**src/rtl/uart_rx_pkg.sv**
```systemverilog
// Shared types and defaults for the UART receive path.
package uart_rx_pkg;

  localparam int OVERSAMPLE_DEF = 16;

  typedef enum logic [2:0] {
    ST_IDLE,
    ST_START,
    ST_DATA,
    ST_PARITY,
    ST_STOP,
    ST_WAIT_IDLE
  } rx_state_e;

endpackage

```
**src/rtl/uart_rx_if.sv**
```systemverilog
// Receiver-to-FIFO write port plus status pulses; master is the receiver side.
interface uart_rx_if #(
  parameter int DATA_WIDTH = 8
);
  logic                  wr_en;
  logic [DATA_WIDTH-1:0] wr_data;
  logic                  fifo_full;
  logic                  frame_err;
  logic                  parity_err;
  logic                  overrun_err;
  logic                  busy;

  modport master (
    output wr_en, wr_data, frame_err, parity_err, overrun_err, busy,
    input  fifo_full
  );

  modport slave (
    input  wr_en, wr_data, frame_err, parity_err, overrun_err, busy,
    output fifo_full
  );
endinterface

```
**src/rtl/uart_baud_tick.sv**
```systemverilog
// Free-running sample-tick generator: one tick every max(baud_div,1) clocks.
module uart_baud_tick #(
  parameter int DIV_WIDTH = 16
) (
  input  logic                 clk,
  input  logic                 rst,
  input  logic [DIV_WIDTH-1:0] baud_div,
  input  logic                 restart,
  output logic                 tick
);
  localparam logic [DIV_WIDTH-1:0] ONE = DIV_WIDTH'(1);

  logic [DIV_WIDTH-1:0] cnt_q, cnt_d;
  logic [DIV_WIDTH-1:0] last;

  always_comb begin
    last  = (baud_div == '0) ? '0 : baud_div - ONE;
    tick  = !restart && (cnt_q == last);
    cnt_d = cnt_q + ONE;
    // >= lets a divisor shrunk mid-count wrap instead of running to overflow
    if (restart || cnt_q >= last) cnt_d = '0;
  end

  always_ff @(posedge clk or posedge rst) begin
    if (rst) cnt_q <= '0;
    else     cnt_q <= cnt_d;
  end
endmodule

```
**src/rtl/uart_rx_core.sv**
```systemverilog
// Oversampling UART receiver: start/data/parity/stop decode into a FIFO write strobe.
module uart_rx_core
  import uart_rx_pkg::*;
#(
  parameter int DATA_WIDTH = 8,
  parameter int OVERSAMPLE = OVERSAMPLE_DEF,
  parameter int DIV_WIDTH  = 16
) (
  input  logic                 clk,
  input  logic                 rst,
  input  logic                 rx_in,
  input  logic [DIV_WIDTH-1:0] baud_div,
  input  logic                 parity_en,
  input  logic                 parity_odd,
  uart_rx_if.master            rx_if
);
  localparam int OS_W  = (OVERSAMPLE > 1) ? $clog2(OVERSAMPLE) : 1;
  localparam int BIT_W = (DATA_WIDTH > 1) ? $clog2(DATA_WIDTH) : 1;
  localparam logic [OS_W-1:0]  OS_MID   = OS_W'(OVERSAMPLE / 2 - 1);
  localparam logic [OS_W-1:0]  OS_LAST  = OS_W'(OVERSAMPLE - 1);
  localparam logic [BIT_W-1:0] BIT_LAST = BIT_W'(DATA_WIDTH - 1);

  logic sync1_q, sync2_q, rx_prev_q, rx_s;
  rx_state_e state_q, state_d;
  logic [OS_W-1:0]       os_q, os_d;
  logic [BIT_W-1:0]      bit_q, bit_d;
  logic [DATA_WIDTH-1:0] data_q, data_d, wr_data_q, wr_data_d;
  logic par_mis_q, par_mis_d;
  logic wr_en_q, wr_en_d, ferr_q, ferr_d, perr_q, perr_d, oerr_q, oerr_d;
  logic tick, start_det, sample;

  assign rx_s      = sync2_q;
  assign start_det = (state_q == ST_IDLE) && rx_prev_q && !rx_s;
  // START samples half a bit in; every later state samples a full bit on
  assign sample    = tick && (os_q == ((state_q == ST_START) ? OS_MID : OS_LAST));

  uart_baud_tick #(.DIV_WIDTH(DIV_WIDTH)) u_baud_tick (
    .clk      (clk),
    .rst      (rst),
    .baud_div (baud_div),
    .restart  (start_det),
    .tick     (tick)
  );

  always_ff @(posedge clk or posedge rst) begin
    if (rst) begin
      sync1_q   <= 1'b1;
      sync2_q   <= 1'b1;
      rx_prev_q <= 1'b1;
      state_q   <= ST_IDLE;
      os_q      <= '0;
      bit_q     <= '0;
      data_q    <= '0;
      par_mis_q <= 1'b0;
      wr_en_q   <= 1'b0;
      wr_data_q <= '0;
      ferr_q    <= 1'b0;
      perr_q    <= 1'b0;
      oerr_q    <= 1'b0;
    end else begin
      sync1_q   <= rx_in;
      sync2_q   <= sync1_q;
      rx_prev_q <= rx_s;
      state_q   <= state_d;
      os_q      <= os_d;
      bit_q     <= bit_d;
      data_q    <= data_d;
      par_mis_q <= par_mis_d;
      wr_en_q   <= wr_en_d;
      wr_data_q <= wr_data_d;
      ferr_q    <= ferr_d;
      perr_q    <= perr_d;
      oerr_q    <= oerr_d;
    end
  end

  always_comb begin
    state_d = state_q;
    unique case (state_q)
      ST_IDLE:      if (start_det) state_d = ST_START;
      ST_START:     if (sample) state_d = rx_s ? ST_IDLE : ST_DATA;
      ST_DATA:      if (sample && bit_q == BIT_LAST) state_d = parity_en ? ST_PARITY : ST_STOP;
      ST_PARITY:    if (sample) state_d = ST_STOP;
      ST_STOP:      if (sample) state_d = rx_s ? ST_IDLE : ST_WAIT_IDLE;
      ST_WAIT_IDLE: if (rx_s) state_d = ST_IDLE;
      default:      state_d = ST_IDLE;
    endcase
  end

  always_comb begin
    os_d      = os_q;
    bit_d     = bit_q;
    data_d    = data_q;
    par_mis_d = par_mis_q;
    wr_en_d   = 1'b0;
    wr_data_d = wr_data_q;
    ferr_d    = 1'b0;
    perr_d    = 1'b0;
    oerr_d    = 1'b0;
    if (state_q == ST_IDLE) begin
      os_d      = '0;
      bit_d     = '0;
      par_mis_d = 1'b0;
    end else if (tick) begin
      os_d = sample ? '0 : os_q + OS_W'(1);
    end
    unique case (state_q)
      ST_DATA: if (sample) begin
        data_d = {rx_s, data_q[DATA_WIDTH-1:1]};
        bit_d  = bit_q + BIT_W'(1);
      end
      ST_PARITY: if (sample) par_mis_d = (rx_s != ((^data_q) ^ parity_odd));
      // framing beats parity, parity beats overrun: only one pulse per frame
      ST_STOP: if (sample) begin
        if (!rx_s)                 ferr_d = 1'b1;
        else if (par_mis_q)        perr_d = 1'b1;
        else if (rx_if.fifo_full)  oerr_d = 1'b1;
        else begin
          wr_en_d   = 1'b1;
          wr_data_d = data_q;
        end
      end
      default: ;
    endcase
  end

  assign rx_if.wr_en       = wr_en_q;
  assign rx_if.wr_data     = wr_data_q;
  assign rx_if.frame_err   = ferr_q;
  assign rx_if.parity_err  = perr_q;
  assign rx_if.overrun_err = oerr_q;
  assign rx_if.busy        = (state_q != ST_IDLE);
endmodule

```
**src/flat_wrapper.sv**
```systemverilog
// flat-port wrapper written by rule: the top's interface ports become plain ports
module uart_rx_core_flat import uart_rx_pkg::*;
#(
  parameter int DATA_WIDTH = 8,
  parameter int OVERSAMPLE = OVERSAMPLE_DEF,
  parameter int DIV_WIDTH  = 16
)
  (clk, rst, rx_in, baud_div, parity_en, parity_odd, rx_if_wr_en, rx_if_wr_data, rx_if_frame_err, rx_if_parity_err, rx_if_overrun_err, rx_if_busy, rx_if_fifo_full);
  uart_rx_if #(.DATA_WIDTH(DATA_WIDTH)) rx_if_i ();
  input  logic clk;
  input  logic rst;
  input  logic rx_in;
  input  logic [DIV_WIDTH-1:0] baud_div;
  input  logic parity_en;
  input  logic parity_odd;
  output wire logic [$bits(rx_if_i.wr_en)-1:0] rx_if_wr_en;
  output wire logic [$bits(rx_if_i.wr_data)-1:0] rx_if_wr_data;
  output wire logic [$bits(rx_if_i.frame_err)-1:0] rx_if_frame_err;
  output wire logic [$bits(rx_if_i.parity_err)-1:0] rx_if_parity_err;
  output wire logic [$bits(rx_if_i.overrun_err)-1:0] rx_if_overrun_err;
  output wire logic [$bits(rx_if_i.busy)-1:0] rx_if_busy;
  input wire logic [$bits(rx_if_i.fifo_full)-1:0] rx_if_fifo_full;
  assign rx_if_wr_en = rx_if_i.wr_en;
  assign rx_if_wr_data = rx_if_i.wr_data;
  assign rx_if_frame_err = rx_if_i.frame_err;
  assign rx_if_parity_err = rx_if_i.parity_err;
  assign rx_if_overrun_err = rx_if_i.overrun_err;
  assign rx_if_busy = rx_if_i.busy;
  assign rx_if_i.fifo_full = rx_if_fifo_full;
  uart_rx_core #(.DATA_WIDTH(DATA_WIDTH), .OVERSAMPLE(OVERSAMPLE), .DIV_WIDTH(DIV_WIDTH)) u_core (.clk(clk), .rst(rst), .rx_in(rx_in), .baud_div(baud_div), .parity_en(parity_en), .parity_odd(parity_odd), .rx_if(rx_if_i));
endmodule
```
**config.mk**
```make
export PLATFORM = sky130hd
export DESIGN_NAME = uart_rx_core_flat
export DESIGN_NICKNAME = d
export VERILOG_FILES = /design/src/rtl/uart_rx_pkg.sv /design/src/rtl/uart_rx_if.sv /design/src/rtl/uart_baud_tick.sv /design/src/rtl/uart_rx_core.sv /design/src/flat_wrapper.sv
export SDC_FILE = /design/constraint.sdc
export NUM_CORES = 1
export LEC_CHECK = 0
export BUFFER_PORTS_ARGS = -buffer_cell sky130_fd_sc_hd__buf_4
export CAP_MARGIN = 25
export CORE_ASPECT_RATIO = 0.9
export CORE_UTILIZATION = 57
export CTS_BUF_LIST = sky130_fd_sc_hd__clkbuf_2 sky130_fd_sc_hd__clkbuf_4 sky130_fd_sc_hd__clkbuf_8
export CTS_CLUSTER_DIAMETER = 60
export DETAILED_ROUTE_END_ITERATION = 6
export PLACE_DENSITY = 0.78
export SLEW_MARGIN = 10
export SYNTH_ARGS = -nofsm -noshare
export SYNTH_HDL_FRONTEND = slang
export SYNTH_SLANG_ARGS = --single-unit
```
**constraint.sdc**
```tcl
create_clock -name clk -period 3.3 [get_ports clk]
set_input_delay 0.66 -clock clk [delete_from_list [all_inputs] [get_ports clk]]
set_output_delay 0.66 -clock clk [all_outputs]
set_load 0.01 [all_outputs]
```
---- Yosys cells after proc, flatten, opt, wreduce, memory -nomap -nowiden ----
Index checks and enable logic that the tools add are counted.
cells by class
  add/sub/neg operators ................... 4
  magnitude comparators ................... 1
  eq/ne operators ......................... 15
  mux-type cells .......................... 39
  bitwise gates (word level) .............. 3
  reduce and logical (&&, ||, !) cells .... 16
operators with widths
  operator                                             count
  2-to-1 mux 3 bit                                     11
  2-to-1 mux 16 bit                                    2
  2-to-1 mux 1 bit                                     20
  case mux 3 bit (6 select lines)                      1
  adder 16 x 1 -> 16 bit (second input constant)       1
  == test 16 bit                                       1
  greater-or-equal comparator 16 bit                   1
  zero test 16 bit                                     1
  2-to-1 mux 4 bit                                     4
  subtractor 16 x 1 -> 16 bit (second input constant)  1
  != test 2 x 1 -> 1 bit (second input constant)       5
  == test 3 bit (second input constant)                3
  XOR reduction 8 bit                                  1
  == test 3 x 2 -> 1 bit (second input constant)       2
  AND reduction 6 bit                                  1
  logical AND 1 bit                                    5
  AND reduction 5 bit                                  1
  adder 4 x 1 -> 4 bit (second input constant)         1
  == test 4 bit                                        1
  adder 3 x 1 -> 3 bit (second input constant)         1
  == test 3 x 1 -> 1 bit (second input constant)       1
  zero test 3 bit                                      1
  nonzero test 3 bit                                   1
  zero test 1 bit                                      2
  other kinds (8)                                      9
word-level totals
  flip-flop bits (word level) ............. 50
  bits of input ports ..................... 22
  logic and storage cells ................. 92

---- Depth between registers and ports, before layout ----
  depth in word-level cells ............... 9
  depth in mapped cells ................... 14
  gate-level depth less buffers ........... 12

---- Modules after synthesis ----
A second synthesis with hierarchy kept.
second synthesis, totals
  cell total of the unflattened synthesis .. 313
  area total of the unflattened synthesis .. 3251.9 µm²
modules (own cells, without submodules)
  module          instances  cells an instance  area each (µm²)
  uart_baud_tick  1          176                1629.1
  uart_rx_core    1          137                1622.8

---- Least setup slack after synthesis ----
No wires, ideal clock.
  kind .................................... input to register
  start ................................... in baud_div[8]
  end ..................................... reg u_core.wr_data_q[0] (netlist: u_core.rx_if.wr_data[0])
  arrival time ............................ 3.602 ns
  required time ........................... 3.175 ns
  setup slack ............................. -0.427 ns
  stages .................................. 11
  path buffers ............................ 1
  cells stage by stage .................... or4_1 or3_1 nor3_1 mux2i_1 ha_1 nand4_1 nor2_2 nand4b_1 or4_1 buf_6 mux2_4
between the ends
  longest elaborated chain between the ends .. 6
  elaborated cells between the ends (all ways) .. 7
  classes of those cells .................. add/sub: 1; eq/ne: 1; mux: 1; reduce/logical: 4
ends and longest elaborated chain
  element                                                                 line                  RTL
  start: declaration                                                      flat_wrapper.sv:13    input logic [DIV_WIDTH-1:0] baud_div;
  subtractor 16 x 1 -> 16 bit / zero test 16 bit (equally long branches)  uart_baud_tick.sv:17  last = (baud_div == '0) ? '0 : baud_div - ONE;
  2-to-1 mux 16 bit (*)                                                   uart_baud_tick.sv:17
  == test 16 bit (*)                                                      uart_baud_tick.sv:18  tick = !restart && (cnt_q == last);
  logical AND 1 bit (*)                                                   uart_baud_tick.sv:18
  logical AND 1 bit (*)                                                   uart_rx_core.sv:35    assign sample = tick && (os_q == ((state_q == ST_START) ? OS_MID : OS_LAST));
  AND reduction 5 bit (no source line) (*)                                n/a
  end signal: assignment                                                  uart_rx_core.sv:70    wr_data_q <= wr_data_d;
  end: declaration                                                        uart_rx_core.sv:27    logic [DATA_WIDTH-1:0] data_q, data_d, wr_data_q, wr_data_d;
Mark *: on every way between the ends. The rest lies on a longest branch, timed or not.
A chain may end at the register's enable or synchronous reset.

---- Final worst setup path ----
  start ................................... in baud_div[8]
  end ..................................... reg u_core.wr_data_q[6] (netlist: u_core.rx_if.wr_data[6])
The elaborated chain is that of the path after synthesis.

==> reports/qor.csv <==
metric,value,unit
die area,0.00568,mm^2
Synth area leader,dfrtp_1,
RSZ-0062 raised after global routing,yes,
final setup margin,-0.0572,ns
Inst Count DP,423,
PnR Total Power,0.00162,W
CTS root buffer,clkbuf_8,
Critical Path Start Type,input pin,
routed wire length,6.92,mm
Logic pwr share,21.0,%
antenna-violating nets left,0,
Final Setup Violations,8,
failing checks,negative setup slack,
vias,2500,
"Hold Vio Cnt, Final",0,
fillers,351,
clk sink count,50,
Worst-path clk slew,0.09,ns
critical path's top delay family,simple AND/OR/NAND/NOR gates,
GRT Total Usage,26.8,%
die width,79.3,um
net count after synthesis,349,
CTS tree,built,
Synth Cell Area,0.00307,mm^2
placer congestion estimate,0.809,
critical path depth,11,
IO Count,35,
GR Overflow Total,0,
"Seq/Total Area, Yosys",40.9,%
Async SR Flop Fraction,100,%
first-pass GRT wire length,11.9,mm
Unique masters post-synth,48,
syn_area_per_cell,10.0,um^2
Crit path largest cell delay,0.57,ns
r2r endpoint,u_core.rx_if.wr_data[6]$_DFFE_PP0P_,
Final Max Tran Viols,0,
peak supply drop,0.000467,V
post-layout net count,412,
Initial DRT Pass Iterations,4,
share of total power in sequential cells,45.5,%
#FFs+latches synth,50,
FF/Latch Area,0.00125,mm^2
core region area,0.00501,mm^2
switching power,0.000451,W
slowest CP cell,or4_4,
P_leak,1.92,nW
crit-path max FO,8,
R2R cell count,5,
Worst Setup End Kind,flip-flop,
Int Power,0.00116,W
post-DP HPWL,4.80,mm
FF-to-FF Start,u_core.state_q[0]$_DFFE_PP0P_,
DRC,0,
vias per cell,5.75,
post-synth top area share,38.3,%
number of global-route vias before repair,2576,
multi-input logic area,0.00185,mm^2
# diodes,0,
Post-synth top flop,dfrtp_1,
initial antenna violation count,0,
Switching Share,27.9,%
Max Buffers Root-to-Sink,2,
CP cell instances,"buf_6, or4_4, or3_4, xnor2_2, nand2_1, ha_1, nand4_1, nor2_4, nand4b_1, or4_4, mux2_4",
Clk pwr share,33.5,%
Max Fclk,298,MHz
synthesis-to-finish area growth,26.5,%
worst hold slack,0.259,ns
Layout Cells excl Fill,435,
status,finished with violations,
Iter 0 DRT Violations,168,
Die Y,71.6,um
Worst R2R Setup Slack,0.63,ns
pin count of the biggest net entering global routing,51,
"Worst Path Class, Setup",in -> reg,
Placement Rows,24,
worst hold path type,in -> async,
minimum clock period,3.36,ns
Cells after Synth,306,
Pwr Density,416,mW/mm^2
Port Buf Inserts,34,
Fin Clk Skew,0.00913,ns
H-tree depth,2,
Tightest Pin Transition,0.607,ns
Avg WL per Cell,15.9,um
worst skew pair latency,0.31,ns
layout cell share with drive strength beyond 1,31.6,%
largest cells by area after synthesis,"dfrtp_1 38%, ha_1 8.6%, xor2_1 5.1%, xnor2_1 4.0%, nor3_1 3.9%",
Initial Util,61.2,%
WP data arrival,3.55,ns
relative slew slack,59.2,%
WP data required,3.50,ns
fin crit share,102,%
CTS Buf Count,5,
max cap viols,0,
number of synthesized flops with an enable pin,0,
Yosys warning total,0,
worst path bufs/invs,1,
cell mode on critical path,or4_4,
[metal layers]
metal | up-vias | GRT usage, % | part of all wire [%]
li1 | 1220 | - | -
met1 | 1224 | 35.8 | 44
met2 | 44 | 45.3 | 51
met3 | 12 | 4.20 | 3.1
met4 | 0 | 7.88 | 1.5
met5 | - | 0 | 0
[Yosys cell counts (9+ instances only)]
library cell   n
nor3_1        24
inv_1          9
a21oi_1       11
xor2_1        18
xnor2_1       14
nor2_1        20
ha_1          21
dfrtp_1       47
nand3_1       11
nand2_1       27
nand4_1        9
[power by group through the flow]
stage          combinational [W]  sequential [W]  clock (W)
2_1_floorplan           0.000211        0.000725          0
3_3_place_gp            0.000293        0.000740          0
3_5_place_dp            0.000306        0.000745          0
4_1_cts                 0.000312        0.000733   0.000541
5_1_grt                 0.000390        0.000744   0.000565
6_report                0.000340        0.000735   0.000541
[flip-flops by register name (all words and copies together) (netlist names)]
register / flops
u_core.os_q: 4
u_core.par_mis_q: 1
u_core.rx_s: 1
u_core.rx_if.wr_data: 8
u_core.rx_if.overrun_err: 1
u_core.bit_q: 3
u_core.rx_if.parity_err: 1
u_core.data_q: 8
u_core.rx_prev_q: 1
u_core.rx_if.frame_err: 1
u_core.rx_if.wr_en: 1
u_core.sync1_q: 1
u_core.u_baud_tick.cnt_q: 16
u_core.state_q: 3
[stage by stage]
| stage | TNS [ns] | setup WS [ns] | cell area (um^2) | util, % |
|---|---|---|---|---|
| 2_1_floorplan | -2.80 | -0.234 | 3100 | - |
| 3_3_place_gp | -8.35 | -0.386 | 3580 | 71.5 |
| 3_5_place_dp | -10.20 | -0.422 | 3580 | 71.5 |
| 4_1_cts | -0.361 | -0.0620 | 3760 | 75.0 |
| 5_1_grt | -2.17 | -0.158 | 3880 | 77.4 |
| 6_report | -0.376 | -0.0572 | 3880 | 77.4 |
[worst max path at each step]
stage                      from                                   to  slack, ns
global placement    baud_div[8]  u_core.rx_if.wr_data[6]$_DFFE_PP0P_      -0.39
floorplan           baud_div[8]  u_core.rx_if.wr_data[0]$_DFFE_PP0P_      -0.23
global route        baud_div[8]  u_core.rx_if.wr_data[6]$_DFFE_PP0P_      -0.16
finish              baud_div[8]  u_core.rx_if.wr_data[6]$_DFFE_PP0P_      -0.06
detailed placement  baud_div[8]  u_core.rx_if.wr_data[7]$_DFFE_PP0P_      -0.42
CTS                 baud_div[8]  u_core.rx_if.wr_data[6]$_DFFE_PP0P_      -0.06
[placed cells by master (no fill, tap or decap), types with 5 or more instances in the layout]
cell type,count
ha_1,21
clkbuf_8,6
mux2_2,8
buf_6,5
mux2i_1,7
mux2_4,8
nor2_1,20
inv_1,8
and3_1,6
xnor2_1,13
xor2_1,18
nand3_1,11
nor2b_1,6
dfrtp_1,47
buf_4,59
a21oi_1,10
nor3_2,10
nor3_1,12
nand4_1,9
nand2_1,27
[cells by family (layout without fill, tap and decap cells)]
family                     Yosys count  after routing  synth area share [%]
and+or+nand+nor                    131            131                  22.5
DFF                                 50             50                  40.9
xor gates and xnor gates            33             33                  9.87
AOI/OAI and AO/OA                   29             29                  6.12
muxes                               24             24                  9.58
adders and majority gates           21             21                  8.56
buffers and inverters               18             82                  2.49
[timing repair]
| item | in CTS | in global routing |
|---|---|---|
| hold buffers | 0 | 0 |
| setup endpoints to repair | 8 | 43 |
| gates resized for setup | 4 | 20 |
| pin swaps | 1 | 0 |
| buffers inserted | 2 | 2 |
[final cells by class]
cell class | instances | share of cell area, %
multi-input combinational | 238 | 47.6
sequential | 50 | 32.3
timing repair buffer | 65 | 13.4
clock buffer | 6 | 2.13
tap | 65 | 2.10
clock inverter | 2 | 1.55
inverter | 9 | 0.871
Power figures use the tool's default switching activity.
